`src/rtl/serdes_noise_injector.sv`:
```
// serdes_noise_injector
// Channel-impairment block for the SerDes loopback path. Each cycle it takes one
// block (data + sync header) from the transmitter. It can corrupt the block using a
// programmable LFSR-based probability, then forwards it to the receiver one cycle later.
// It also gathers header statistics over a fixed window and measures how many blocks
// pass before the PHY reports block lock.
//
// Ports:
//   rx_clk, rx_rst_n            clock, asynchronous active-low reset
//   in_data, in_hdr             block from the transmitter
//   out_data, out_hdr           impaired block to the receiver (registered)
//   rx_block_lock               block-lock status from the PHY receiver
//   cfg_enable                  starts (1) / aborts or closes (0) a measurement run
//   cfg_mode                    0 pass, 1 random header, 2 burst header, 3 data bit flip
//   cfg_threshold               hit when lfsr <= threshold
//   cfg_burst_len               burst length in blocks (0 acts as 1)
//   cfg_seed, cfg_seed_load     LFSR seed and one-cycle load strobe
//   stat_hdr_valid/_invalid     header counters over the window (saturating)
//   stat_lock_blocks            blocks from run start to first lock rise
//   stat_lock_seen              lock rise observed in this run
//   stat_window_done            the window has completed
module serdes_noise_injector #(
    parameter int DATA_WIDTH    = 64,
    parameter int HDR_WIDTH     = 2,
    parameter int LFSR_WIDTH    = 32,
    parameter int CNT_WIDTH     = 32,
    parameter int WINDOW_BLOCKS = 500,
    parameter int BURST_WIDTH   = 8,
    // Galois tap mask for x^32+x^22+x^2+x+1 (bits 31, 21, 1, 0)
    parameter logic [LFSR_WIDTH-1:0] LFSR_TAPS = LFSR_WIDTH'(32'h8020_0003)
) (
    input  logic                   rx_clk,
    input  logic                   rx_rst_n,
    input  logic [DATA_WIDTH-1:0]  in_data,
    input  logic [HDR_WIDTH-1:0]   in_hdr,
    output logic [DATA_WIDTH-1:0]  out_data,
    output logic [HDR_WIDTH-1:0]   out_hdr,
    input  logic                   rx_block_lock,
    input  logic                   cfg_enable,
    input  logic [1:0]             cfg_mode,
    input  logic [LFSR_WIDTH-1:0]  cfg_threshold,
    input  logic [BURST_WIDTH-1:0] cfg_burst_len,
    input  logic [LFSR_WIDTH-1:0]  cfg_seed,
    input  logic                   cfg_seed_load,
    output logic [CNT_WIDTH-1:0]   stat_hdr_valid,
    output logic [CNT_WIDTH-1:0]   stat_hdr_invalid,
    output logic [CNT_WIDTH-1:0]   stat_lock_blocks,
    output logic                   stat_lock_seen,
    output logic                   stat_window_done
);

    localparam int IDX_W = $clog2(DATA_WIDTH);
    localparam logic [LFSR_WIDTH-1:0]  LFSR_ONE  = {{(LFSR_WIDTH-1){1'b0}}, 1'b1};
    localparam logic [DATA_WIDTH-1:0]  DATA_ONE  = {{(DATA_WIDTH-1){1'b0}}, 1'b1};
    localparam logic [CNT_WIDTH-1:0]   CNT_ONE   = {{(CNT_WIDTH-1){1'b0}}, 1'b1};
    localparam logic [CNT_WIDTH:0]     SUM_ONE   = {{CNT_WIDTH{1'b0}}, 1'b1};
    localparam logic [CNT_WIDTH:0]     WIN_LIM   = (CNT_WIDTH+1)'(WINDOW_BLOCKS);
    localparam logic [BURST_WIDTH-1:0] BURST_ZERO = {BURST_WIDTH{1'b0}};
    localparam logic [BURST_WIDTH-1:0] BURST_ONE  = {{(BURST_WIDTH-1){1'b0}}, 1'b1};
    localparam logic [HDR_WIDTH-1:0]   HDR_BAD    = {HDR_WIDTH{1'b1}};

    typedef enum logic [1:0] {
        ST_IDLE  = 2'd0,
        ST_RUN   = 2'd1,
        ST_BURST = 2'd2,
        ST_DONE  = 2'd3
    } state_t;

    // Saturating increment: stops at all-ones
    function automatic logic [CNT_WIDTH-1:0] sat_inc(input logic [CNT_WIDTH-1:0] v);
        sat_inc = (&v) ? v : (v + CNT_ONE);
    endfunction

    // A sync header is valid when it is 01 or 10
    function automatic logic hdr_is_valid(input logic [HDR_WIDTH-1:0] h);
        hdr_is_valid = (h == {{(HDR_WIDTH-1){1'b0}}, 1'b1}) ||
                       (h == {1'b1, {(HDR_WIDTH-1){1'b0}}});
    endfunction

    // One Galois LFSR step (right shift, taps applied when the shifted-out bit is 1)
    function automatic logic [LFSR_WIDTH-1:0] lfsr_step(input logic [LFSR_WIDTH-1:0] v);
        lfsr_step = v[0] ? ((v >> 1) ^ LFSR_TAPS) : (v >> 1);
    endfunction

    state_t                 state_r;
    logic [LFSR_WIDTH-1:0]  lfsr_r;
    logic [BURST_WIDTH-1:0] burst_cnt_r;
    logic                   lock_prev_r;
    logic [DATA_WIDTH-1:0]  out_data_r;
    logic [HDR_WIDTH-1:0]   out_hdr_r;
    logic [CNT_WIDTH-1:0]   hdr_valid_r;
    logic [CNT_WIDTH-1:0]   hdr_invalid_r;
    logic [CNT_WIDTH-1:0]   lock_blocks_r;
    logic                   lock_seen_r;
    logic                   window_done_r;

    logic                   active_s;
    logic                   hit_s;
    logic                   burst_start_s;
    logic [DATA_WIDTH-1:0]  data_next_s;
    logic [HDR_WIDTH-1:0]   hdr_next_s;
    logic [BURST_WIDTH-1:0] burst_len_m1_s;
    logic [CNT_WIDTH:0]     sum_next_s;
    logic                   window_hit_s;

    assign active_s       = ((state_r == ST_RUN) || (state_r == ST_BURST)) && cfg_enable;
    assign hit_s          = (lfsr_r <= cfg_threshold);
    assign burst_len_m1_s = (cfg_burst_len == BURST_ZERO) ? BURST_ZERO : (cfg_burst_len - BURST_ONE);
    assign sum_next_s     = {1'b0, hdr_valid_r} + {1'b0, hdr_invalid_r} + SUM_ONE;
    assign window_hit_s   = (sum_next_s >= WIN_LIM);

    // Corruption decision for the block sampled this cycle
    always_comb begin
        data_next_s   = in_data;
        hdr_next_s    = in_hdr;
        burst_start_s = 1'b0;
        if (active_s) begin
            case (state_r)
                ST_BURST: hdr_next_s = HDR_BAD;
                ST_RUN: begin
                    case (cfg_mode)
                        2'd1: begin
                            if (hit_s) hdr_next_s = HDR_BAD;
                            else       hdr_next_s = in_hdr;
                        end
                        2'd2: begin
                            if (hit_s) begin
                                hdr_next_s    = HDR_BAD;
                                burst_start_s = 1'b1;
                            end else begin
                                hdr_next_s    = in_hdr;
                            end
                        end
                        2'd3: begin
                            if (hit_s) data_next_s = in_data ^ (DATA_ONE << lfsr_r[IDX_W-1:0]);
                            else       data_next_s = in_data;
                        end
                        default: data_next_s = in_data;
                    endcase
                end
                default: hdr_next_s = in_hdr;
            endcase
        end else begin
            data_next_s = in_data;
        end
    end

    // LFSR, registered datapath, run-control FSM and statistics
    always_ff @(posedge rx_clk or negedge rx_rst_n) begin
        if (!rx_rst_n) begin
            state_r       <= ST_IDLE;
            lfsr_r        <= LFSR_ONE;
            burst_cnt_r   <= BURST_ZERO;
            lock_prev_r   <= 1'b0;
            out_data_r    <= {DATA_WIDTH{1'b0}};
            out_hdr_r     <= {HDR_WIDTH{1'b0}};
            hdr_valid_r   <= {CNT_WIDTH{1'b0}};
            hdr_invalid_r <= {CNT_WIDTH{1'b0}};
            lock_blocks_r <= {CNT_WIDTH{1'b0}};
            lock_seen_r   <= 1'b0;
            window_done_r <= 1'b0;
        end else begin
            // A seed load replaces this cycle's advance; zero would lock the LFSR up
            if (cfg_seed_load) begin
                lfsr_r <= (cfg_seed == {LFSR_WIDTH{1'b0}}) ? LFSR_ONE : cfg_seed;
            end else begin
                lfsr_r <= lfsr_step(lfsr_r);
            end
            out_data_r  <= data_next_s;
            out_hdr_r   <= hdr_next_s;
            lock_prev_r <= rx_block_lock;

            case (state_r)
                ST_IDLE: begin
                    if (cfg_enable) begin
                        hdr_valid_r   <= {CNT_WIDTH{1'b0}};
                        hdr_invalid_r <= {CNT_WIDTH{1'b0}};
                        lock_blocks_r <= {CNT_WIDTH{1'b0}};
                        lock_seen_r   <= 1'b0;
                        window_done_r <= 1'b0;
                        burst_cnt_r   <= BURST_ZERO;
                        // Lock already high at run start counts as a rise
                        lock_prev_r   <= 1'b0;
                        state_r       <= ST_RUN;
                    end else begin
                        state_r       <= ST_IDLE;
                    end
                end
                ST_RUN, ST_BURST: begin
                    if (!cfg_enable) begin
                        burst_cnt_r <= BURST_ZERO;
                        state_r     <= ST_IDLE;
                    end else begin
                        if (hdr_is_valid(hdr_next_s)) hdr_valid_r   <= sat_inc(hdr_valid_r);
                        else                          hdr_invalid_r <= sat_inc(hdr_invalid_r);

                        if (!lock_seen_r) begin
                            if (rx_block_lock && !lock_prev_r) lock_seen_r   <= 1'b1;
                            else                               lock_blocks_r <= sat_inc(lock_blocks_r);
                        end else begin
                            lock_seen_r <= 1'b1;
                        end

                        // Window completion truncates any burst in progress
                        if (window_hit_s) begin
                            window_done_r <= 1'b1;
                            burst_cnt_r   <= BURST_ZERO;
                            state_r       <= ST_DONE;
                        end else if (state_r == ST_RUN) begin
                            if (burst_start_s && (burst_len_m1_s != BURST_ZERO)) begin
                                burst_cnt_r <= burst_len_m1_s;
                                state_r     <= ST_BURST;
                            end else begin
                                state_r     <= ST_RUN;
                            end
                        end else begin
                            if (burst_cnt_r <= BURST_ONE) begin
                                burst_cnt_r <= BURST_ZERO;
                                state_r     <= ST_RUN;
                            end else begin
                                burst_cnt_r <= burst_cnt_r - BURST_ONE;
                                state_r     <= ST_BURST;
                            end
                        end
                    end
                end
                ST_DONE: begin
                    if (!cfg_enable) state_r <= ST_IDLE;
                    else             state_r <= ST_DONE;
                end
                default: state_r <= ST_IDLE;
            endcase
        end
    end

    assign out_data         = out_data_r;
    assign out_hdr          = out_hdr_r;
    assign stat_hdr_valid   = hdr_valid_r;
    assign stat_hdr_invalid = hdr_invalid_r;
    assign stat_lock_blocks = lock_blocks_r;
    assign stat_lock_seen   = lock_seen_r;
    assign stat_window_done = window_done_r;

endmodule
```
`config.mk`:
```
export PLATFORM = sky130hd
export DESIGN_NAME = serdes_noise_injector
export DESIGN_NICKNAME = d
export VERILOG_FILES = /design/src/rtl/serdes_noise_injector.sv
export SDC_FILE = /design/constraint.sdc
export NUM_CORES = 1
export LEC_CHECK = 0
export CELL_PAD_IN_SITES_DETAIL_PLACEMENT = 2
export CELL_PAD_IN_SITES_GLOBAL_PLACEMENT = 2
export CORE_ASPECT_RATIO = 1.1
export CORE_MARGIN = 4
export CORE_UTILIZATION = 32
export CTS_BUF_LIST = sky130_fd_sc_hd__clkbuf_8 sky130_fd_sc_hd__clkbuf_16
export CTS_CLUSTER_DIAMETER = 100
export CTS_CLUSTER_SIZE = 14
export DETAILED_ROUTE_END_ITERATION = 12
export PLACE_DENSITY_LB_ADDON = 0.1
export SYNTH_ARGS = -nofsm -noshare
export SYNTH_HDL_FRONTEND = slang
export SYNTH_SLANG_ARGS = --single-unit
```
`constraint.sdc`:
```
create_clock -name rx_clk -period 9.65 [get_ports rx_clk]
set_clock_uncertainty 0.1 [all_clocks]
set_input_delay 0.965 -clock rx_clk [delete_from_list [all_inputs] [get_ports rx_clk]]
set_output_delay 0.965 -clock rx_clk [all_outputs]
set_load 0.01 [all_outputs]
```
== Word level (Yosys, flattened, before mapping) ==
Cells that the tools add are included.
Storage, ports and cells
  latch bits: 0
  word-level logic and storage cells: 120
  output and inout bits: 164
  bits in read-only memories: 0
  memory bits (writable): 0
  memories kept: 0
  register bits after elaboration: 207
Cells by class
  mux-type cells: 55
  bitwise operators: 2
  div/mod/pow operators: 0
  reductions and logical operators: 22
  order comparisons: 3
  shift-type cells: 1
  $add $sub $neg: 7
  equality and inequality tests: 19
  multiply operators: 0
Operator list (count)
  32-bit two-way mux: 14
  64-bit two-way mux: 4
  32-bit case mux with 2 select lines: 3
  32-bit by 1-bit adder with 32-bit output, second input constant: 3
  32-bit AND reduction: 3
  1-bit by 6-bit << shifter with 64-bit output, first input constant: 1
  64-bit bitwise XOR: 1
  8-bit two-way mux: 7
  32-bit by 32-bit adder with 33-bit output: 1
  33-bit by 1-bit adder with 33-bit output, second input constant: 1
  33-bit by 9-bit greater-or-equal comparator with 1-bit output, second input constant: 1
  32-bit <= comparator: 1
  32-bit zero test: 1
  2-bit inequality test, second input constant: 10
  2-bit two-way mux: 9
  8-bit case mux with 2 select lines: 1
  8-bit by 1-bit subtractor with 8-bit output, second input constant: 2
  1-bit two-way mux: 13
  2-bit == test, second input constant: 5
  5-bit AND reduction: 2
  8-bit by 1-bit <= comparator with 1-bit output, second input constant: 1
  8-bit zero test: 1
  8-bit nonzero test: 1
  2-bit by 1-bit == test with 1-bit output, second input constant: 3
  other kinds (14): 20

== Logic depth before layout (Yosys ltp) ==
Gate-level depths: netlist of run 1.
  depth in word-level cells: 11
  mapped depth: 14
  gate-level depth less buffers: 13

== Worst setup path before layout of run 1 ==
No wires, ideal clock.
  path type: input to register
  from: in cfg_threshold[11]
  to: reg hdr_invalid_r[14] (netlist: stat_hdr_invalid[14])
  data arrival time: 3153 ps
  setup time: 132 ps
  path buffers: 1
  cell stages on the path: 11
  path slack: 6265 ps
  cells stage by stage: inv_1 ha_1 nand4_1 or4_1 nor3_1 o21a_1 o211ai_1 clkbuf_1 nor4_1 xnor2_1 nor2_1
On the way
  cells in the longest elaborated chain, start to end: 9
RTL lines
  start, declared: RTL line 41  | input logic [LFSR_WIDTH-1:0] cfg_threshold,
  32-bit <= comparator *: RTL line 107  | assign hit_s = (lfsr_r <= cfg_threshold);
  2-bit two-way mux *: RTL line 123, 127
  2-bit two-way mux *
  2-bit case mux with 2 select lines *: RTL line 118  | case (state_r)
  2-bit two-way mux *: RTL line 117  | if (active_s) begin
  2-bit by 1-bit == test with 1-bit output or 2-bit == test (tied branches): RTL line 76, 77
  1-bit logical OR *: RTL line 76  | hdr_is_valid = (h == {{(HDR_WIDTH-1){1'b0}}, 1'b1}) ||
  2-bit inequality test (no source line) *
  5-bit AND reduction (no source line) *
  end signal, assigned: RTL line 158  | hdr_invalid_r <= {CNT_WIDTH{1'b0}};
  end signal, assigned: RTL line 177  | hdr_invalid_r <= {CNT_WIDTH{1'b0}};
  end signal, assigned: RTL line 195  | else hdr_invalid_r <= sat_inc(hdr_invalid_r);
  end, declared: RTL line 92  | logic [CNT_WIDTH-1:0] hdr_invalid_r;
Mark *: on every way between the ends. The rest lies on a longest branch, timed or not.
A chain may end at the register's enable or synchronous reset.

== Final worst setup path of run 1 ==
  from: in cfg_threshold[8]
  to: reg hdr_valid_r[21] (netlist: stat_hdr_valid[21])
On the way
  cells in the longest elaborated chain, start to end: 9
RTL lines
  32-bit <= comparator *: RTL line 107
  2-bit two-way mux *: RTL line 123, 127
  2-bit two-way mux *
  2-bit case mux with 2 select lines *: RTL line 118
  2-bit two-way mux *: RTL line 117
  2-bit by 1-bit == test with 1-bit output or 2-bit == test (tied branches): RTL line 76, 77
  1-bit logical OR *: RTL line 76
  2-bit inequality test (no source line) *
  5-bit AND reduction (no source line) *
  end signal, assigned: RTL line 157  | hdr_valid_r <= {CNT_WIDTH{1'b0}};
  end signal, assigned: RTL line 176  | hdr_valid_r <= {CNT_WIDTH{1'b0}};
  end signal, assigned: RTL line 194  | if (hdr_is_valid(hdr_next_s)) hdr_valid_r <= sat_inc(hdr_valid_r);
  end, declared: RTL line 91  | logic [CNT_WIDTH-1:0] hdr_valid_r;
Marks and branches as above.

==> impl_metrics.py, run 1 <==
metrics = {
    "clock_network": {
        "htreeDepth": 1,
        "cts.reportedPaths.clkPinSlew_ns": 0.07,
        "cts_tree": "built",
        "ctsResizeCount": 0,
        "clock_sinks": 207,
        "cts_made_buffers": 18,
        "post-cts-setup-buffers": 0,
        "worst_skew_pair.late_latency_ns": 0.52,
        "cts_hold_buf": 0,
        "clk_path_buf_depth": 3,
        "clockRootBuffer": "clkbuf_16",
    },
    "synthesis": {
        "ys_types": 78,
        "synth_seq_cells": 207,
        "syn-mean-instance-area_um2": 8.929,
        "syn-cell-area_mm2": 0.01294,
        "postSynthCellCount": 1449,
        "syn_nets": 1676,
        "synthFlopType": "dfrtp_1",
        "ys_seq_area_frac": 0.4005,
        "yosys_warnings": 0,
        "synthArstFlopShare": 1.000,
        "synth-edff-count": 0,
    },
    "route": {
        "ant_nets": 0,
        "drt-pass1-iter-count": 4,
        "drcViolationCount": 0,
        "wire_per_inst_um": 22.17,
        "via_per_inst": 5.354,
        "top_layer_used": "met5",
        "wirelength_mm": 49.97,
        "wl_met1_mm": 20.14,
        "drtIter0Drc": 380,
        "dr_total_vias": 12068,
        "met3_length_mm": 3.562,
        "met2_length_mm": 25.56,
    },
    "pwr": {
        "cellPowerDensity_mw_per_mm2": 138.3,
        "leakage_nw": 6.934,
        "irDropWorstVdd_v": 0.0001020,
    },
    "outcome": {
        "status": "complete, no violations",
    },
    "placed_design": {
        "io_buffers": 308,
        "dpl.hpwl_mm": 38.74,
        "routabilityCongestion": 0.8801,
        "placed_cells": 2225,
    },
    "worst_setup_path": {
        "r2r-end": "burst_cnt_r[3]",
        "worstRegToRegCells": 11,
        "cp_data_arrival_time_ns": 4.27,
        "reg2reg_slack_ns": 5.78,
        "cpMostUsedCell": "nor3_1",
        "end_kind": "register",
        "crit_buf_inv": 2,
        "crit_slowest_cell": "o21ai_2",
        "regToRegStartpoint": "stat_hdr_valid[2]",
        "required_ns": 9.90,
        "crit_path_max_incr_delay_ns": 0.73,
        "worst-setup-path-type": "input port to register",
        "cp_max_fo": 16,
        "cp_top_family": "simple AND/OR/NAND/NOR gates",
        "worstPathCellList": "clkdlybuf4s50_1 -> inv_1 -> ha_1 -> nand4_1 -> or4_1 -> nor3_1 -> nor3_1 -> o21ai_2 -> nor3_1 -> xnor2_1 -> nor2_1",
        "critPathLaunchType": "input port",
    },
    "timing": {
        "final_max_slew_viol_count": 0,
        "min_period_over_period": 0.4171,
        "timing.final.hold_violations": 0,
        "finalSetupTns_ns": 0,
        "setup_viol": 0,
        "maxSlewHeadroom": 0.2539,
        "final.min_clock_period_ns": 4.025,
        "rsz0062_at_grt": "false",
        "max_slew.worst_pin.slew_ns": 1.119,
        "max_clock_freq_ghz": 0.2484,
    },
    "job": {
        "maxCapViolCount": 0,
    },
    "global_route": {
        "grt_pass1_wl_mm": 79.01,
        "grt-ovfl-total": 0,
        "gr-usage-all-layers": 0.2270,
        "grt_pass1_vias": 13606,
        "grt_max_degree": 96,
        "antenna_found_initial": 10,
    },
    "die": {
        "coreArea_mm2": 0.04008,
        "io_pins": 309,
        "die_h_um": 218.9,
        "rows": 77,
        "dieArea_mm2": 0.04371,
        "die_x_um": 199.7,
        "initial_core_util": 0.3228,
    },
    "final_layout": {
        "fin_cells": 2254,
        "layout-drive-gt1-share": 0.04433,
        "design.final.nets": 1959,
        "syn2layout_area_growth_pct": 31.60,
        "multi_input_area_mm2": 0.007259,
        "final_common_cell": "clkdlybuf4s50_1",
        "register_area_mm2": 0.005181,
        "fillerInstances": 4420,
        "fin_util": 0.4248,
        "final_cell_mix": "307 x clkdlybuf4s50_1, 206 x dfrtp_1, 186 x nor2_1, 129 x nand2_1, 82 x xnor2_1",
    },
    "worst_hold_path": {
        "hold_path.class": "input port to async pin",
    },
}
[cell usage after synthesis (17+ instances only)]
master / count / area [um2]
or3_1: 25 / 156.4
nand3_1: 48 / 240.2
nand2_1: 129 / 484.2
nor3_1: 55 / 275.3
o21ai_0: 55 / 275.3
dfrtp_1: 206 / 5155
nand4_1: 43 / 269.0
ha_1: 81 / 1013
clkbuf_1: 43 / 161.4
mux2_2: 28 / 315.3
nor2_1: 187 / 701.9
nor4_1: 25 / 156.4
inv_1: 76 / 285.3
xor2_1: 79 / 691.9
a21oi_1: 79 / 395.4
o21ai_1: 17 / 85.08
xnor2_1: 82 / 718.2
[kinds of logic (layout without fill, tap and decap cells)]
family,count (synthesis),in the layout,synth area share
AOI/OAI and AO/OA,252,252,0.1239
xor gates and xnor gates,161,161,0.1090
adders and majority gates,82,82,0.07988
buffers and inverters,129,417,0.03897
DFF,207,207,0.4005
muxes,33,33,0.02824
other,0,4,0
and+or+nand+nor,585,585,0.2195
[routing by layer]
metal  vias up  GRT usage
met4        12    0.03668
li1       5636          -
met3        44    0.07124
met2       221     0.4092
met5         -          0
met1      6155     0.2689
[where the power goes]
part | total [W] | internal (W) | switching, W
clock | 0.000695 | 0.000351 | 0.000344
combinational | 0.000671 | 0.000257 | 0.000414
sequential | 0.000989 | 0.000928 | 0.0000607
[sequential cells by signal, summed over array words and instances, names as in the netlist]
| signal | cells |
|---|---|
| burst_cnt_r | 8 |
| lfsr_r | 32 |
| lock_prev_r | 1 |
| out_data | 64 |
| out_hdr | 2 |
| stat_hdr_invalid | 32 |
| stat_hdr_valid | 32 |
| stat_lock_blocks | 32 |
| stat_lock_seen | 1 |
| stat_window_done | 1 |
| state_r | 2 |
[worst max-delay path by stage]
stage | startpoint | endpoint | slack (ns) | depth (start not counted)
finish | cfg_threshold[8] | stat_hdr_valid[21] | 5.62 | 11
global route | cfg_threshold[27] | stat_hdr_valid[24] | 5.08 | 14
CTS | cfg_threshold[27] | stat_hdr_valid[21] | 5.56 | 12
detailed placement | cfg_threshold[27] | burst_cnt_r[3] | 5.01 | 12
global placement | cfg_threshold[27] | burst_cnt_r[3] | 5.13 | 12
floorplan | cfg_threshold[11] | stat_hdr_invalid[14] | 6.27 | 11
[final cells by class]
type,instances,area share
well taps,513,0.03770
repair buffers,316,0.1849
clock buffers,19,0.02793
multi-input cells,1113,0.4264
inverters,76,0.01676
clock inverters,6,0.001396
flip-flops and latches,207,0.3043
diodes,4,0.0005879
[through the flow]
step | total power (W) | worst slack [ns] | hold slack [ns] | area (um2)
2_1_floorplan | 0.001355 | 6.265 | 0.3790 | 12940
3_3_place_gp | 0.001663 | 5.127 | 0.3808 | 16520
3_5_place_dp | 0.001684 | 5.006 | 0.3951 | 16520
4_1_cts | 0.002402 | 5.559 | 0.4041 | 17020
5_1_grt | 0.002506 | 5.081 | 0.4355 | 17020
6_report | 0.002355 | 5.625 | 0.3652 | 17030
Power figures use the tool's default switching activity.
==> run 2, diff against run 1 <==
Settings changed: CORE_UTILIZATION 32 to 27.
Clock period 9.65 ns to 3.4 ns, I/O delays scaled along.
==> run 2 against run 1 <==
Against the previous run:
- die area increased by 18%
- critical path depth increased by 4
- sequential cell count unchanged
- via count increased by 7.1%
- routed wire length increased by 12%
- sequential power increased to 2.8 times the previous value
- worst setup slack got worse by 5.6 ns
- worst hold slack got worse by 0.15 ns
- highest routed layer unchanged
==> impl_metrics.py, run 2 (synthesized netlist as in run 1, its figures left out) <==
metrics = {
    "outcome": {
        "status": "complete, no violations",
    },
    "final_layout": {
        "design.final.nets": 2161,
        "layout-drive-gt1-share": 0.1792,
        "fin_util": 0.4097,
        "fillerInstances": 5162,
        "largest_register_ffs": 64,
        "syn2layout_area_growth_pct": 48.98,
        "final_cell_mix": "307 x clkdlybuf4s50_1, 205 x dfrtp_1, 195 x buf_4, 185 x nor2_1, 129 x nand2_1",
        "final_common_cell": "clkdlybuf4s50_1",
    },
    "worst_setup_path": {
        "cp_data_arrival_time_ns": 3.74,
        "required_ns": 3.77,
        "worstRegToRegCells": 15,
        "worst-path-stages": 15,
        "crit_path_max_incr_delay_ns": 0.39,
        "end_kind": "register",
        "crit_buf_inv": 4,
        "worst-setup-path-type": "register to register",
        "cpMostUsedCell": "buf_4",
        "worstPathCellList": "buf_6 -> ha_4 -> nor2b_4 -> o2111ai_2 -> buf_4 -> buf_4 -> a21o_1 -> and3_4 -> xor2_2 -> nand4_1 -> a2111oi_4 -> nand4_2 -> o31ai_2 -> buf_4 -> a22o_1",
        "cp_top_family": "compound AO/OA/AOI/OAI gates",
        "critPathLaunchType": "register",
        "cp_max_fo": 4,
        "crit_slowest_cell": "dfrtp_1",
    },
    "placed_design": {
        "routabilityCongestion": 0.8883,
        "io_buffers": 308,
        "post-place-ws_ns": -0.3312,
        "dpl.hpwl_mm": 43.47,
    },
    "timing": {
        "max_clock_freq_ghz": 0.2973,
        "rsz0062_at_grt": "true",
        "setup_ws_ns": 0.03635,
        "holdWs_ns": 0.2154,
        "maxSlewHeadroom": 0.2412,
        "setup_viol": 0,
        "min_period_over_period": 0.9893,
        "final_max_slew_viol_count": 0,
        "final.min_clock_period_ns": 3.364,
        "timing.final.hold_violations": 0,
        "max_slew.worst_pin.slew_ns": 1.138,
    },
    "route": {
        "ant_nets": 0,
        "wire_per_inst_um": 21.65,
        "drtIter0Drc": 489,
        "drt-pass1-iter-count": 4,
        "via_per_inst": 5.002,
        "dr_total_vias": 12930,
        "wirelength_mm": 55.97,
        "drcViolationCount": 0,
    },
    "global_route": {
        "grt-ovfl-total": 0,
        "grt_max_degree": 90,
        "grt_pass1_vias": 14613,
        "gr-usage-all-layers": 0.2117,
        "antenna_found_initial": 10,
        "grt_pass1_wl_mm": 86.55,
    },
    "worst_hold_path": {
        "hold_path.class": "input port to async pin",
    },
    "clock_network": {
        "clockRootBuffer": "clkbuf_16",
        "cts_made_buffers": 20,
        "htreeDepth": 1,
        "clk_path_buf_depth": 3,
        "cts.reportedPaths.clkPinSlew_ns": 0.08,
        "cts_tree": "built",
        "worst_skew_pair.late_latency_ns": 0.54,
        "clock_sinks": 207,
    },
    "job": {
        "maxCapViolCount": 0,
    },
    "pwr": {
        "cellPowerDensity_mw_per_mm2": 381.3,
        "seqPwrFrac": 0.381,
        "switching_power_w": 0.002607,
        "clkPwrFrac": 0.311,
        "leakage_nw": 8.049,
        "internal-power_w": 0.004743,
        "irDropWorstVdd_v": 0.0003378,
        "swShare": 0.3546,
        "power_frac_comb": 0.308,
    },
    "die": {
        "coreArea_mm2": 0.04704,
        "dieArea_mm2": 0.05149,
        "initial_core_util": 0.2750,
        "die_h_um": 237.6,
        "rows": 83,
        "die_x_um": 216.7,
        "io_pins": 309,
    },
}
[run 2: cell count changes in the layout (fill, tap and decap cells not counted), moves of 5 or more]
cell | before | now
nor4_1 | 25 | 20
nor4_2 | 0 | 5
buf_4 | 8 | 195
a31oi_1 | 9 | 4
buf_6 | 0 | 7
nor3_2 | 1 | 7
a21oi_2 | 0 | 10
nor3_1 | 55 | 49
a21oi_1 | 79 | 69
ha_1 | 81 | 76
inv_1 | 81 | 76
[run 2: layer usage]
metal | up-vias | routed length [um] | part of all wire | track usage
li1 | 6058 | - | - | -
met1 | 6553 | 23110 | 0.41 | 0.2560
met2 | 245 | 28500 | 0.51 | 0.3864
met3 | 64 | 3324 | 0.059 | 0.05075
met4 | 10 | 975 | 0.017 | 0.03822
met5 | - | 67 | 0.0012 | 0
[run 2: worst paths after layout]
check                                     from                  to  slack, ns
setup / recovery           stat_hdr_invalid[1]      burst_cnt_r[3]       0.04
hold / removal                        rx_rst_n          lfsr_r[27]       0.22
setup reg to reg           stat_hdr_invalid[1]      burst_cnt_r[3]       0.04
hold reg to reg               stat_window_done    stat_window_done       0.39
max in group asynchronous             rx_rst_n  stat_hdr_valid[20]       2.00
min in group rx_clk                in_data[10]        out_data[10]       0.27
[run 2: cell type report]
type                            instances  area [um2]  area share
Timing Repair Buffer                  516        4726      0.2452
Tap cell                              637       797.0     0.04135
Clock buffer                           21       514.2     0.02668
Clock inverter                          9       90.09    0.004674
Inverter                               76       285.3     0.01480
Sequential cell                       207        5182      0.2689
Multi-Input combinational cell       1113        7665      0.3977
Antenna cell                            6       15.01   0.0007790
[run 2: metrics by stage]
| stage | TNS, ns | power [W] | area (um2) | instances |
|---|---|---|---|---|
| after floorplan | 0 | 0.003847 | 12940 | 1449 |
| after global routing | -1.705 | 0.007791 | 19260 | 2580 |
| after global placement | -10.32 | 0.004911 | 18060 | 2527 |
| after CTS | 0 | 0.007380 | 18840 | 2566 |
| final | 0 | 0.007350 | 19270 | 2585 |
| after detailed placement | -18.63 | 0.004971 | 18060 | 2527 |
[run 2: repair_timing]
item                                   4_1_cts  5_1_grt
pin swaps                                   15       30
setup buffers                                9       13
endpoints found under the hold margin       57        0
hold buffers                                 1        0
gates resized for setup                     24       64
cloned                                       0        1
setup endpoints to repair                   11       35
[run 2: power by group through the flow]
stage | Sequential, W | Clock, W | Combinational, W
after floorplan | 0.00283 | 0 | 0.00101
after global placement | 0.00283 | 0 | 0.00208
after detailed placement | 0.00283 | 0 | 0.00214
after CTS | 0.00279 | 0.00239 | 0.00220
after global routing | 0.00283 | 0.00248 | 0.00248
final | 0.00280 | 0.00229 | 0.00226
==> run 3, diff against run 2 <==
Settings changed: SETUP_SLACK_MARGIN set to 0.05.
==> run 3 against run 2 <==
Against the previous run:
- die area unchanged
- sequential power about the same
- first-iteration DRC count increased by 0.82%
- routed wire length increased by 0.83%
- via count increased by 0.37%
- global-route usage increased by 0.12 points
- cell area increased by 0.23%
- sequential share of layout area decreased by 0.067 points
- final cell count increased by 0.12%
- maximum frequency increased by 0.63%
- critical endpoint is now state_r[0]
- largest cell class unchanged
==> impl_metrics.py, run 3 (synthesized netlist as in run 1, its figures left out) <==
metrics = {
    "route": {
        "drcViolationCount": 0,
        "wire_per_inst_um": 21.81,
        "drtIter0Drc": 493,
        "wirelength_mm": 56.43,
        "ant_nets": 0,
        "drt-pass1-iter-count": 4,
        "dr_total_vias": 12978,
        "via_per_inst": 5.015,
    },
    "global_route": {
        "antenna_found_initial": 10,
        "grt_pass1_wl_mm": 87.09,
        "grt_max_degree": 90,
        "grt_use_met1": 0.2574,
        "gr-usage-all-layers": 0.2129,
        "grt_pass1_vias": 14697,
        "globalRouteMet2Util": 0.3869,
        "top_usage_layer": "met2",
        "grt_use_met3": 0.05152,
        "grt-ovfl-total": 0,
    },
    "final_layout": {
        "register_area_mm2": 0.005181,
        "layout-drive-gt1-share": 0.1785,
        "multi_input_area_mm2": 0.007685,
        "stdcell_area_mm2": 0.01932,
        "syn2layout_area_growth_pct": 49.32,
        "design.final.nets": 2163,
        "fin_cells": 2588,
        "final_common_cell": "clkdlybuf4s50_1",
        "final_cell_mix": "307 x clkdlybuf4s50_1, 206 x dfrtp_1, 195 x buf_4, 185 x nor2_1, 129 x nand2_1",
        "largest_register_ffs": 64,
        "fillerInstances": 5139,
    },
    "timing": {
        "setup_viol": 0,
        "min_period_over_period": 0.9831,
        "max_clock_freq_ghz": 0.2992,
        "final_max_slew_viol_count": 0,
        "final.min_clock_period_ns": 3.342,
        "setup_ws_ns": 0.05753,
        "rsz0062_at_grt": "true",
        "maxSlewHeadroom": 0.2357,
        "holdWs_ns": 0.2147,
        "max_slew.worst_pin.slew_ns": 1.147,
        "timing.final.hold_violations": 0,
    },
    "placed_design": {
        "post-place-ws_ns": -0.3312,
        "routabilityCongestion": 0.8883,
        "placed_cells": 2527,
        "dpl.hpwl_mm": 43.47,
        "place_area_mm2": 0.01806,
        "io_buffers": 308,
    },
    "clock_network": {
        "clk_path_buf_depth": 3,
        "cts.reportedPaths.clkPinSlew_ns": 0.08,
        "worst_skew_pair.late_latency_ns": 0.54,
        "clockRootBuffer": "clkbuf_16",
        "cts_tree": "built",
        "cts_made_buffers": 20,
        "htreeDepth": 1,
        "clock_sinks": 207,
    },
    "die": {
        "coreArea_mm2": 0.04704,
        "dieArea_mm2": 0.05149,
        "io_pins": 309,
        "initial_core_util": 0.2750,
        "rows": 83,
        "die_x_um": 216.7,
        "die_h_um": 237.6,
    },
    "worst_setup_path": {
        "end_kind": "register",
        "regToRegStartpoint": "stat_hdr_valid[1]",
        "cp-endpoint": "state_r[0]",
        "cp-startpoint": "stat_hdr_valid[1]",
        "worstRegToRegCells": 15,
        "cp_data_arrival_time_ns": 3.65,
        "required_ns": 3.71,
        "cp_max_fo": 5,
        "reg2reg_slack_ns": 0.06,
        "r2r-end": "state_r[0]",
        "worst-setup-path-type": "register to register",
        "critPathLaunchType": "register",
    },
    "pwr": {
        "total_power_w": 0.007351,
        "leakage_nw": 8.053,
        "irDropWorstVdd_v": 0.0003310,
        "cellPowerDensity_mw_per_mm2": 380.5,
    },
    "worst_hold_path": {
        "hold_path.class": "input port to async pin",
    },
    "outcome": {
        "status": "complete, no violations",
    },
    "job": {
        "maxCapViolCount": 0,
    },
}
## run 3: critical path, cell delays in order, from the launching register on
cell	delay, ns
dfrtp_1	0.41
buf_6	0.14
ha_4	0.25
nor2b_4	0.15
o2111ai_2	0.15
buf_6	0.15
buf_6	0.11
a21o_1	0.21
a21o_1	0.22
a211o_1	0.31
a2111oi_4	0.32
nand4_2	0.20
buf_6	0.18
nor2_4	0.07
buf_6	0.14
a31oi_4	0.09
## run 3: area by class of cell
type	count	area share
multi-input cells	1113	0.3978
flip-flops and latches	207	0.2682
repair buffers	518	0.2458
well taps	637	0.04126
clock buffers	21	0.02662
inverters	76	0.01477
clock inverters	9	0.004663
diodes	7	0.0009067
## run 3: stage by stage
| stage | TNS [ns] | util |
|---|---|---|
| finish | 0 | 0.4106 |
| global placement | -10.32 | 0.3839 |
| floorplan | 0 | - |
| CTS | 0 | 0.4029 |
| detailed placement | -18.63 | 0.3839 |
| global route | -1.173 | 0.4103 |
## run 3: worst min-delay path by stage
stage / start / to / slack, ns / cells past startpoint
floorplan: rx_rst_n / burst_cnt_r[0] / -0.06 / 0
global placement: rx_rst_n / lfsr_r[28] / 0.23 / 1
detailed placement: rx_rst_n / lfsr_r[27] / 0.24 / 1
CTS: rx_rst_n / lfsr_r[30] / 0.24 / 2
global route: in_data[33] / out_data[33] / 0.25 / 2
finish: rx_rst_n / lfsr_r[27] / 0.21 / 2
## run 3: what timing repair did
item                       4_1_cts  5_1_grt
pin swaps                       15       18
gates resized for setup         33       52
gates cloned                     0        1
setup buffers                   13        9
hold endpoints to repair        57        0
hold buffers                     1        0
setup endpoints to repair       12       67
## run 3: layer usage
| layer | up-vias | wire length, um |
|---|---|---|
| met3 | 62 | 3052 |
| li1 | 6061 | - |
| met1 | 6591 | 23540 |
| met5 | - | 67 |
| met4 | 10 | 1001 |
| met2 | 254 | 28780 |
## run 3: power by group
| group | switching, W | total (W) | internal (W) |
|---|---|---|---|
| clock | 0.00112 | 0.00230 | 0.00118 |
| sequential | 0.000159 | 0.00279 | 0.00263 |
| combinational | 0.00134 | 0.00226 | 0.000923 |
